### src/rtl/mul_div_unit_pkg.sv
`default_nettype none
// ============================================================================
//  Module      : mul_div_unit_pkg
//  Description : Shared CPU definitions for the multiply/divide unit opcodes.
//  Revision    : 1.0 - initial release
// ============================================================================
package mul_div_unit_pkg;

    typedef enum logic [2:0] {
        MD_MULT  = 3'd0,
        MD_MULTU = 3'd1,
        MD_DIV   = 3'd2,
        MD_DIVU  = 3'd3,
        MD_MTHI  = 3'd4,
        MD_MTLO  = 3'd5
    } md_op_t;

    function automatic logic md_op_is_signed(input md_op_t op);
        return (op == MD_MULT) || (op == MD_DIV);
    endfunction

endpackage
`default_nettype wire

### src/rtl/mul_div_unit_if.sv
`default_nettype none
// ============================================================================
//  Module      : mul_div_unit_if
//  Description : Execute-stage to mul/div unit request bus and HI/LO readout.
//  Revision    : 1.0 - initial release
// ============================================================================
interface mul_div_unit_if
    import mul_div_unit_pkg::*;
#(
    parameter int WIDTH = 32
);
    logic             in_valid;
    logic             in_ready;
    md_op_t           op;
    logic [WIDTH-1:0] a;
    logic [WIDTH-1:0] b;
    logic             abort;
    logic             busy;
    logic             done;
    logic [WIDTH-1:0] hi;
    logic [WIDTH-1:0] lo;

    modport master (
        output in_valid, op, a, b, abort,
        input  in_ready, busy, done, hi, lo
    );

    modport slave (
        input  in_valid, op, a, b, abort,
        output in_ready, busy, done, hi, lo
    );

endinterface
`default_nettype wire

### src/rtl/md_iter_step.sv
`default_nettype none
// ============================================================================
//  Module      : md_iter_step
//  Description : One STEP_BITS iteration of shift-add multiply or restoring
//                divide on a shared 2*WIDTH accumulator.
//  Revision    : 1.0 - initial release
// ============================================================================
module md_iter_step
    import mul_div_unit_pkg::*;
#(
    parameter int WIDTH     = 32,
    parameter int STEP_BITS = 1
) (
    input  logic               mode_div,
    input  logic [2*WIDTH-1:0] acc_in,
    input  logic [WIDTH-1:0]   operand,
    output logic [2*WIDTH-1:0] acc_out
);

    logic [2*WIDTH-1:0] w_acc;
    logic [WIDTH:0]     w_sum;

    // Multiply: acc = {partial product, remaining multiplier bits}.
    // Divide:   acc = {partial remainder, dividend bits / quotient bits}.
    always_comb begin
        w_acc = acc_in;
        w_sum = '0;
        for (int i = 0; i < STEP_BITS; i++) begin
            if (mode_div) begin
                w_sum = {w_acc[2*WIDTH-1:WIDTH], w_acc[WIDTH-1]};
                if (w_sum >= {1'b0, operand}) begin
                    w_sum = w_sum - {1'b0, operand};
                    w_acc = {w_sum[WIDTH-1:0], w_acc[WIDTH-2:0], 1'b1};
                end else begin
                    w_acc = {w_sum[WIDTH-1:0], w_acc[WIDTH-2:0], 1'b0};
                end
            end else begin
                w_sum = {1'b0, w_acc[2*WIDTH-1:WIDTH]}
                      + (w_acc[0] ? {1'b0, operand} : {(WIDTH+1){1'b0}});
                w_acc = {w_sum, w_acc[WIDTH-1:1]};
            end
        end
        acc_out = w_acc;
    end

endmodule
`default_nettype wire

### src/rtl/mul_div_unit.sv
`default_nettype none
// ============================================================================
//  Module      : mul_div_unit
//  Description : Iterative MULT/MULTU/DIV/DIVU unit owning the HI/LO pair.
//  Revision    : 1.0 - initial release
// ============================================================================
module mul_div_unit
    import mul_div_unit_pkg::*;
#(
    parameter int WIDTH     = 32,
    parameter int STEP_BITS = 1
) (
    input  wire             clk,
    input  wire             resetn,
    mul_div_unit_if.slave   bus
);

    typedef enum logic [1:0] {
        MD_IDLE = 2'd0,
        MD_RUN  = 2'd1,
        MD_DONE = 2'd2
    } md_state_t;

    localparam int c_steps = WIDTH / STEP_BITS;
    localparam int c_cnt_w = $clog2(c_steps + 1);

    md_state_t          r_state;
    logic [c_cnt_w-1:0] r_cnt;
    logic [2*WIDTH-1:0] r_acc;
    logic [WIDTH-1:0]   r_operand;
    logic               r_is_div;
    logic               r_neg_lo;
    logic               r_neg_hi;
    logic [WIDTH-1:0]   r_hi;
    logic [WIDTH-1:0]   r_lo;
    logic               r_done;

    logic               w_accept;
    logic               w_a_neg;
    logic               w_b_neg;
    logic [WIDTH-1:0]   w_a_abs;
    logic [WIDTH-1:0]   w_b_abs;
    logic [2*WIDTH-1:0] w_step;
    logic [2*WIDTH-1:0] w_prod;
    logic [WIDTH-1:0]   w_quo;
    logic [WIDTH-1:0]   w_rem;

    assign w_accept = bus.in_valid && (r_state == MD_IDLE) && !bus.abort;
    assign w_a_neg  = md_op_is_signed(bus.op) && bus.a[WIDTH-1];
    assign w_b_neg  = md_op_is_signed(bus.op) && bus.b[WIDTH-1];
    assign w_a_abs  = w_a_neg ? -bus.a : bus.a;
    assign w_b_abs  = w_b_neg ? -bus.b : bus.b;

    md_iter_step #(
        .WIDTH     (WIDTH),
        .STEP_BITS (STEP_BITS)
    ) u_step (
        .mode_div (r_is_div),
        .acc_in   (r_acc),
        .operand  (r_operand),
        .acc_out  (w_step)
    );

    assign w_prod = r_neg_lo ? -w_step : w_step;
    assign w_quo  = r_neg_lo ? -w_step[WIDTH-1:0] : w_step[WIDTH-1:0];
    assign w_rem  = r_neg_hi ? -w_step[2*WIDTH-1:WIDTH] : w_step[2*WIDTH-1:WIDTH];

    always_ff @(posedge clk or negedge resetn) begin
        if (!resetn) begin
            r_state   <= MD_IDLE;
            r_cnt     <= '0;
            r_acc     <= '0;
            r_operand <= '0;
            r_is_div  <= 1'b0;
            r_neg_lo  <= 1'b0;
            r_neg_hi  <= 1'b0;
            r_hi      <= '0;
            r_lo      <= '0;
            r_done    <= 1'b0;
        end else begin
            r_done <= 1'b0;
            case (r_state)
                MD_IDLE: begin
                    if (w_accept) begin
                        case (bus.op)
                            MD_MTHI: r_hi <= bus.a;
                            MD_MTLO: r_lo <= bus.a;
                            MD_MULT, MD_MULTU: begin
                                r_state   <= MD_RUN;
                                r_cnt     <= c_cnt_w'(c_steps);
                                r_is_div  <= 1'b0;
                                r_acc     <= {{WIDTH{1'b0}}, w_b_abs};
                                r_operand <= w_a_abs;
                                r_neg_lo  <= w_a_neg ^ w_b_neg;
                                r_neg_hi  <= 1'b0;
                            end
                            MD_DIV, MD_DIVU: begin
                                r_state   <= MD_RUN;
                                r_cnt     <= c_cnt_w'(c_steps);
                                r_is_div  <= 1'b1;
                                r_acc     <= {{WIDTH{1'b0}}, w_a_abs};
                                r_operand <= w_b_abs;
                                // Divide by zero keeps the all-ones quotient unsigned.
                                r_neg_lo  <= (w_a_neg ^ w_b_neg) && (bus.b != '0);
                                r_neg_hi  <= w_a_neg;
                            end
                            default: ;
                        endcase
                    end
                end
                MD_RUN: begin
                    if (bus.abort) begin
                        r_state <= MD_IDLE;
                    end else begin
                        r_acc <= w_step;
                        r_cnt <= r_cnt - 1'b1;
                        if (r_cnt == c_cnt_w'(1)) begin
                            r_state <= MD_DONE;
                            r_done  <= 1'b1;
                            if (r_is_div) begin
                                r_hi <= w_rem;
                                r_lo <= w_quo;
                            end else begin
                                r_hi <= w_prod[2*WIDTH-1:WIDTH];
                                r_lo <= w_prod[WIDTH-1:0];
                            end
                        end
                    end
                end
                MD_DONE: r_state <= MD_IDLE;
                default: r_state <= MD_IDLE;
            endcase
        end
    end

    assign bus.in_ready = (r_state == MD_IDLE);
    assign bus.busy     = (r_state == MD_RUN);
    assign bus.done     = r_done;
    assign bus.hi       = r_hi;
    assign bus.lo       = r_lo;

endmodule
`default_nettype wire
### src/flat_wrapper.sv
// flat-port wrapper written by rule: the top's interface ports become plain ports
module mul_div_unit_flat import mul_div_unit_pkg::*;
#(
    parameter int WIDTH     = 32,
    parameter int STEP_BITS = 1
)
  (clk, resetn, bus_in_valid, bus_op, bus_a, bus_b, bus_abort, bus_in_ready, bus_busy, bus_done, bus_hi, bus_lo);
  mul_div_unit_if #(.WIDTH(WIDTH)) bus_i ();
  input  wire clk;
  input  wire resetn;
  input wire logic [$bits(bus_i.in_valid)-1:0] bus_in_valid;
  input wire logic [$bits(bus_i.op)-1:0] bus_op;
  input wire logic [$bits(bus_i.a)-1:0] bus_a;
  input wire logic [$bits(bus_i.b)-1:0] bus_b;
  input wire logic [$bits(bus_i.abort)-1:0] bus_abort;
  output wire logic [$bits(bus_i.in_ready)-1:0] bus_in_ready;
  output wire logic [$bits(bus_i.busy)-1:0] bus_busy;
  output wire logic [$bits(bus_i.done)-1:0] bus_done;
  output wire logic [$bits(bus_i.hi)-1:0] bus_hi;
  output wire logic [$bits(bus_i.lo)-1:0] bus_lo;
  assign bus_i.in_valid = bus_in_valid;
  assign bus_i.op = bus_op;
  assign bus_i.a = bus_a;
  assign bus_i.b = bus_b;
  assign bus_i.abort = bus_abort;
  assign bus_in_ready = bus_i.in_ready;
  assign bus_busy = bus_i.busy;
  assign bus_done = bus_i.done;
  assign bus_hi = bus_i.hi;
  assign bus_lo = bus_i.lo;
  mul_div_unit #(.WIDTH(WIDTH), .STEP_BITS(STEP_BITS)) u_core (.clk(clk), .resetn(resetn), .bus(bus_i));
endmodule
### config.mk
export PLATFORM = sky130hd
export DESIGN_NAME = mul_div_unit_flat
export DESIGN_NICKNAME = d
export VERILOG_FILES = /design/src/rtl/mul_div_unit_pkg.sv /design/src/rtl/mul_div_unit_if.sv /design/src/rtl/md_iter_step.sv /design/src/rtl/mul_div_unit.sv /design/src/flat_wrapper.sv
export SDC_FILE = /design/constraint.sdc
export NUM_CORES = 1
export LEC_CHECK = 0
export CAP_MARGIN = 15
export CORE_ASPECT_RATIO = 0.5
export CORE_MARGIN = 4
export CORE_UTILIZATION = 60
export CTS_CLUSTER_SIZE = 30
export DETAILED_ROUTE_END_ITERATION = 10
export PLACE_DENSITY = 0.83
export SLEW_MARGIN = 20
export SYNTH_ARGS = -nofsm -noshare
export SYNTH_HDL_FRONTEND = slang
export SYNTH_HIERARCHICAL = 1
export SYNTH_SLANG_ARGS = --single-unit
### constraint.sdc
create_clock -name clk -period 5.5 [get_ports clk]
set_clock_uncertainty 0.05 [all_clocks]
set_input_delay 1.375 -clock clk [delete_from_list [all_inputs] [get_ports clk]]
set_output_delay 1.375 -clock clk [all_outputs]
set_load 0.1 [all_outputs]
==> flow_summary.toml, run 1 <==
[outcome]
status = "complete, no violations"

[cts]
clkSinkCount = 172
path_clk_slew_ps = 80
holdBufCountCts = 0
cts_buffers = 17
cts_root_buf = "clkbuf_16"
cts_tree = "yes"
clock_latency_ps = 460
clock_path_buffers = 2
cts_htree_levels = 4

[global_route]
grt_pass1_wl_mm = 91.0
antenna_found_initial = 11
grt_overflow_total = 0
grt_pass1_vias = 15303
grt_max_degree = 105
grt_use_total_pct = 42.7

[logic_synthesis]
synth-seq-cells = 172
synthArstFlopShare_pct = 100
syn-num-nets = 2079
synthFlopType = "dfrtp_1"
netlist_area_sq_um = 15300
synth_edf_count = 0
avgSynthCellArea_sq_um = 7.88
syn_inst = 1936
yosys_warnings = 6
ys_types = 89
yosysSeqAreaShare_pct = 28.2

[critical_path]
rr_worst_depth = 20
crit_path_end_kind = "flop"
reg2reg_from = "u_core/r_acc[32]"
cp.required_ps = 5760
rrSetupSlack_ps = 120
r2r-end = "u_core/bus.hi[29]"
path_max_fanout = 10
worstPathArrival_ps = 5640
crit_type = "flop to flop"
startpoint_type = "flop"
startpoint = "u_core/r_acc[32]"

[detailed_routing]
post_drt_wl_per_cell_microns = 25.3
ant_nets = 0
vias_per_cell = 6.89
drtIter0Drc = 2869
drc = 0
totalWireLength_mm = 61.4
dr_total_vias = 16751
dr.pass1.iters = 6

[power_and_ir_drop]
power_density_nw_per_um2 = 420
leakagePower_nw = 7.80
ir_worst_vdd_mv = 0.452

[timing]
setup_viol = 0
post-route-period-util_pct = 97.9
slew_headroom_pct = 22.6
fmax_mhz = 186
finalMaxSlewViolations = 0
tightest_slew_ps = 1160
finalCriticalPeriod_ps = 5380
hold-worst-slack_ps = 434
hold_viol = 0
setup_ws_ps = 117

[layout]
final_common_cell = "nand2_1"
drive_gt1_share_pct = 11.2
area_growth_pct = 18.8
finish.net_count = 2224
final_cell_mix = "271 x nand2_1, 170 x dfrtp_1, 150 x nor2_1, 148 x o21ai_0, 146 x a21oi_1"

[floorplan]
ios = 138
start_util_pct = 62.3
die_area_sq_um = 28200
die_h_microns = 121
core_sq_um = 24500
die_w_microns = 233
fp-row-count = 40

[min_path]
hp-class = "flop to flop"
whs_endpoint = "u_core/bus.lo[1]"
min_from = "u_core/bus.lo[1]"
min_path_cells = 1

[placement]
post-place-ws_ps = 178
place_congestion = 1.07
portBuffers = 137
dp_hpwl_mm = 46.8

[run]
drv_cap = 0
## synth_stat cells, types with 39 or more instances
cell,instances,area share [%]
a21o_1,39,1.9
a21oi_1,149,4.9
clkbuf_1,87,2.1
dfrtp_1,172,28
ha_1,70,5.7
inv_1,70,1.7
nand2_1,272,6.7
nor2_1,150,3.7
nor3_1,40,1.3
o21ai_0,149,4.9
o221ai_1,62,3.6
xnor2_1,90,5.2
xor2_1,79,4.5
## state kept, by name, indices dropped and copies added (netlist names)
signal and flops:
u_core/r_acc 64, u_core/r_neg_hi 1, u_core/r_operand 32, u_core/r_cnt 6, u_core/bus.done 1, u_core/r_is_div 1
u_core/bus.hi 32, u_core/r_neg_lo 1, u_core/bus.lo 32, u_core/r_state 2
## where the power goes
group / internal (mW) / switching [mW] / leakage (nW) / total (mW)
clock network: 0.740 / 0.596 / 0.306 / 1.34
logic: 1.39 / 3.02 / 5.36 / 4.41
registers: 1.55 / 0.317 / 2.14 / 1.86
## area by class of cell
class | instances | area [sq um]
Multi-Input combinational cell | 1575 | 10300
Inverter | 71 | 268
Clock inverter | 13 | 184
Timing Repair Buffer | 244 | 2190
Tap cell | 336 | 420
Fill cell | 1919 | 6350
Antenna cell | 1 | 2.50
Sequential cell | 172 | 4310
Clock buffer | 18 | 439
## per-layer routing
metal  vias up  global-route usage (%)  routed length (microns)
met5         -                       0                       90
met4        12                    16.2                     2730
met3       239                    19.3                    10700
met2      1325                    59.8                    24700
met1      7885                    57.6                    23200
li1       7290                       -                        -
## critical path: stages, from the launching register on
cell	delay [ps]
dfrtp_1	460
ha_1	340
nor2b_1	160
o2111ai_1	330
nand3_1	180
a21oi_2	300
o31ai_2	150
a31oi_4	350
buf_4	240
nor2_1	60
a21oi_1	110
a21oi_1	170
or4_1	670
nor4_1	200
buf_4	170
nand3_1	110
o32ai_1	300
buf_4	190
a31oi_1	90
xnor2_1	430
a21oi_1	150
## how the worst max path moves through the flow
stage	end	slack, ps	depth (start not counted)
after floorplan	u_core/bus.hi[30]	610	19
after global placement	u_core/bus.hi[30]	280	18
after detailed placement	u_core/bus.hi[30]	180	18
after CTS	u_core/bus.hi[30]	140	18
after global routing	u_core/bus.hi[29]	-9	20
final	u_core/bus.hi[29]	120	20
## what timing repair did
action | 4_1_cts | 5_1_grt
endpoints found under the setup margin | 0 | 7
gates resized for setup | 0 | 12
setup buffers | 0 | 0
## kinds of logic (layout without fill, tap and decap cells)
group	count (synthesis)	in the layout	synth area share [%]
xor gates and xnor gates	169	169	9.70
other	0	1	0
adders and majority gates	72	72	6.00
muxes	66	66	4.64
buffers and inverters	189	346	4.81
DFF	172	172	28.2
AOI/OAI and AO/OA	584	584	25.3
and+or+nand+nor	684	684	21.4
## through the flow
stage          std cells  cell area (sq um)  util [%]  setup TNS, ps  total power [mW]
3_3_place_gp        2398              17400      71.2              0              6.03
4_1_cts             2429              18000      73.8              0              7.40
5_1_grt             2429              18100      74.0          -8.76              7.85
3_5_place_dp        2398              17400      71.2              0              6.06
2_1_floorplan       1936              15300         -              0              4.63
6_report            2430              18100      74.0              0              7.61
Note: power is estimated with default switching activity, not from simulation.
==> run 2, diff against run 1 <==
--- a/config.mk
+++ b/config.mk
@@ -11,6 +11,7 @@
 export CORE_UTILIZATION = 60
 export CTS_CLUSTER_SIZE = 30
 export DETAILED_ROUTE_END_ITERATION = 10
+export GPL_ROUTABILITY_DRIVEN = 0
 export PLACE_DENSITY = 0.83
 export SLEW_MARGIN = 20
 export SYNTH_ARGS = -nofsm -noshare
==> flow_summary.toml, run 2 (synthesis gave the netlist of run 1 again) <==
[critical_path]
cp_slowest_cell = "or3_1"
worstPathArrival_ps = 5730
crit_type = "flop to flop"
cpMostUsedCell = "a21oi_1"
cpPeakStageDelay_ps = 540
crit_path_end_kind = "flop"
cp.required_ps = 5770
path_max_fanout = 29
startpoint_type = "flop"
critical_path.cell_chain = "ha_1 -> a21o_1 -> a21oi_1 -> nand3_1 -> a21oi_1 -> o31ai_2 -> a31oi_4 -> buf_6 -> nand2b_1 -> o211ai_1 -> o21ai_1 -> or3_1 -> nor3_1 -> nand4_1 -> nand2_1 -> a31oi_1 -> mux2i_1 -> a211oi_1"

[detailed_routing]
drc = 0
dr_total_vias = 16767
dr.pass1.iters = 9
vias_per_cell = 6.97
totalWireLength_mm = 59.8
drtIter0Drc = 3188
ant_nets = 0
post_drt_wl_per_cell_microns = 24.9

[run]
drv_cap = 0

[floorplan]
core_sq_um = 24500
fp-row-count = 40
ios = 138
start_util_pct = 62.3
die_h_microns = 121
die_w_microns = 233
die_area_sq_um = 28200

[cts]
cts_buffers = 17
path_clk_slew_ps = 70
clock_latency_ps = 460
cts_tree = "yes"
clock_path_buffers = 2
clkSinkCount = 172
cts_htree_levels = 4
holdBufCountCts = 0
cts_root_buf = "clkbuf_16"

[timing]
rsz0062_at_grt = "no"
setup_tns_ps = 0
slew_headroom_pct = 30.0
finalMaxSlewViolations = 0
setup_viol = 0
post-route-period-util_pct = 99.3
hold_viol = 0
fmax_mhz = 183
tightest_slew_ps = 1050
finalCriticalPeriod_ps = 5460

[global_route]
grt_overflow_total = 0
grt_pass1_wl_mm = 89.0
antenna_found_initial = 10
grt_max_degree = 88
grt_use_total_pct = 41.3
grt_pass1_vias = 15075

[power_and_ir_drop]
ir_worst_vdd_mv = 0.431
leakagePower_nw = 7.66
power_density_nw_per_um2 = 417

[layout]
fin_cells = 2405
area_growth_pct = 17.7
finish.net_count = 2196
largest_reg_flops = 64
drive_gt1_share_pct = 9.93
final_common_cell = "nand2_1"
final_cell_mix = "271 x nand2_1, 170 x dfrtp_1, 150 x nor2_1, 148 x o21ai_0, 148 x a21oi_1"
largest_register = "u_core/r_acc"
fillers = 1902

[min_path]
hp-class = "flop to flop"

[outcome]
status = "complete, no violations"

[placement]
dp.cells = 2368
dp_hpwl_mm = 45.0
portBuffers = 137
==> run 2: cell count changes in the layout (fill, tap and decap cells not counted), sizes merged <==
| cell | before | now |
|---|---|---|
| buf | 108 | 81 |
| bufinv | 3 | 2 |
| clkbuf | 19 | 18 |
| clkinv | 4 | 6 |
| diode | 1 | 4 |
| inv | 76 | 75 |
==> run 2: final cells by class <==
class                           instances  area [sq um]  share of cell area (%)
Timing Repair Buffer                  216          2020                    11.2
Antenna cell                            4          10.0                  0.0558
Inverter                               71           268                    1.49
Clock inverter                         13           156                   0.871
Clock buffer                           18           439                    2.45
Multi-Input combinational cell       1575         10300                    57.6
Tap cell                              336           420                    2.34
Sequential cell                       172          4310                    24.0
==> run 2: what timing repair did <==
item	CTS	global route
resized for setup	1	14
pin swaps	0	1
endpoints found under the setup margin	1	5
setup buffers	0	1
==> run 2: power by group <==
group	internal, mW	total [mW]	switching, mW	leakage [nW]
Sequential	1.55	1.87	0.322	2.14
Combinational	1.34	4.33	2.99	5.23
Clock	0.692	1.28	0.588	0.291
Total	3.58	7.48	3.90	7.66
==> run 2: final timing paths <==
kind	from	cells past startpoint	slack (ps)	to
setup / recovery	u_core/r_acc[34]	18	40	u_core/bus.hi[19]
hold / removal	u_core/bus.lo[1]	1	440	u_core/bus.lo[1]
setup reg to reg	u_core/r_acc[34]	18	40	u_core/bus.hi[19]
hold reg to reg	u_core/bus.lo[1]	1	440	u_core/bus.lo[1]
max in group asynchronous	resetn	2	3390	u_core/r_acc[59]
min in group asynchronous	resetn	1	970	u_core/r_acc[11]
==> run 2: per-stage QoR <==
stage                     util (%)  power [mW]  setup slack, ps  hold WS [ps]  area (sq um)
after floorplan                  -        4.63              607           418         15300
after global placement        70.3        5.91              216           412         17200
after detailed placement      70.3        5.96             82.6           419         17200
after CTS                     72.8        7.25             72.4           436         17800
after global routing          73.3        7.70             8.11           452         17900
final                         73.4        7.48             39.8           436         18000
==> run 2: layer usage <==
metal,global-route usage (%),wire [microns]
met5,0,69
met4,14.5,2800
met3,21.1,10600
met2,58.3,24100
met1,54.3,22200
==> run 2: critical path, delay by kind of cell (launching register included) <==
kind                       cells  cell delay, ps
AOI/OAI and AO/OA              9            1930
and+or+nand+nor                6            1750
muxes                          1             440
DFF                            1             430
adders and majority gates      1             400
buffers and inverters          1             300
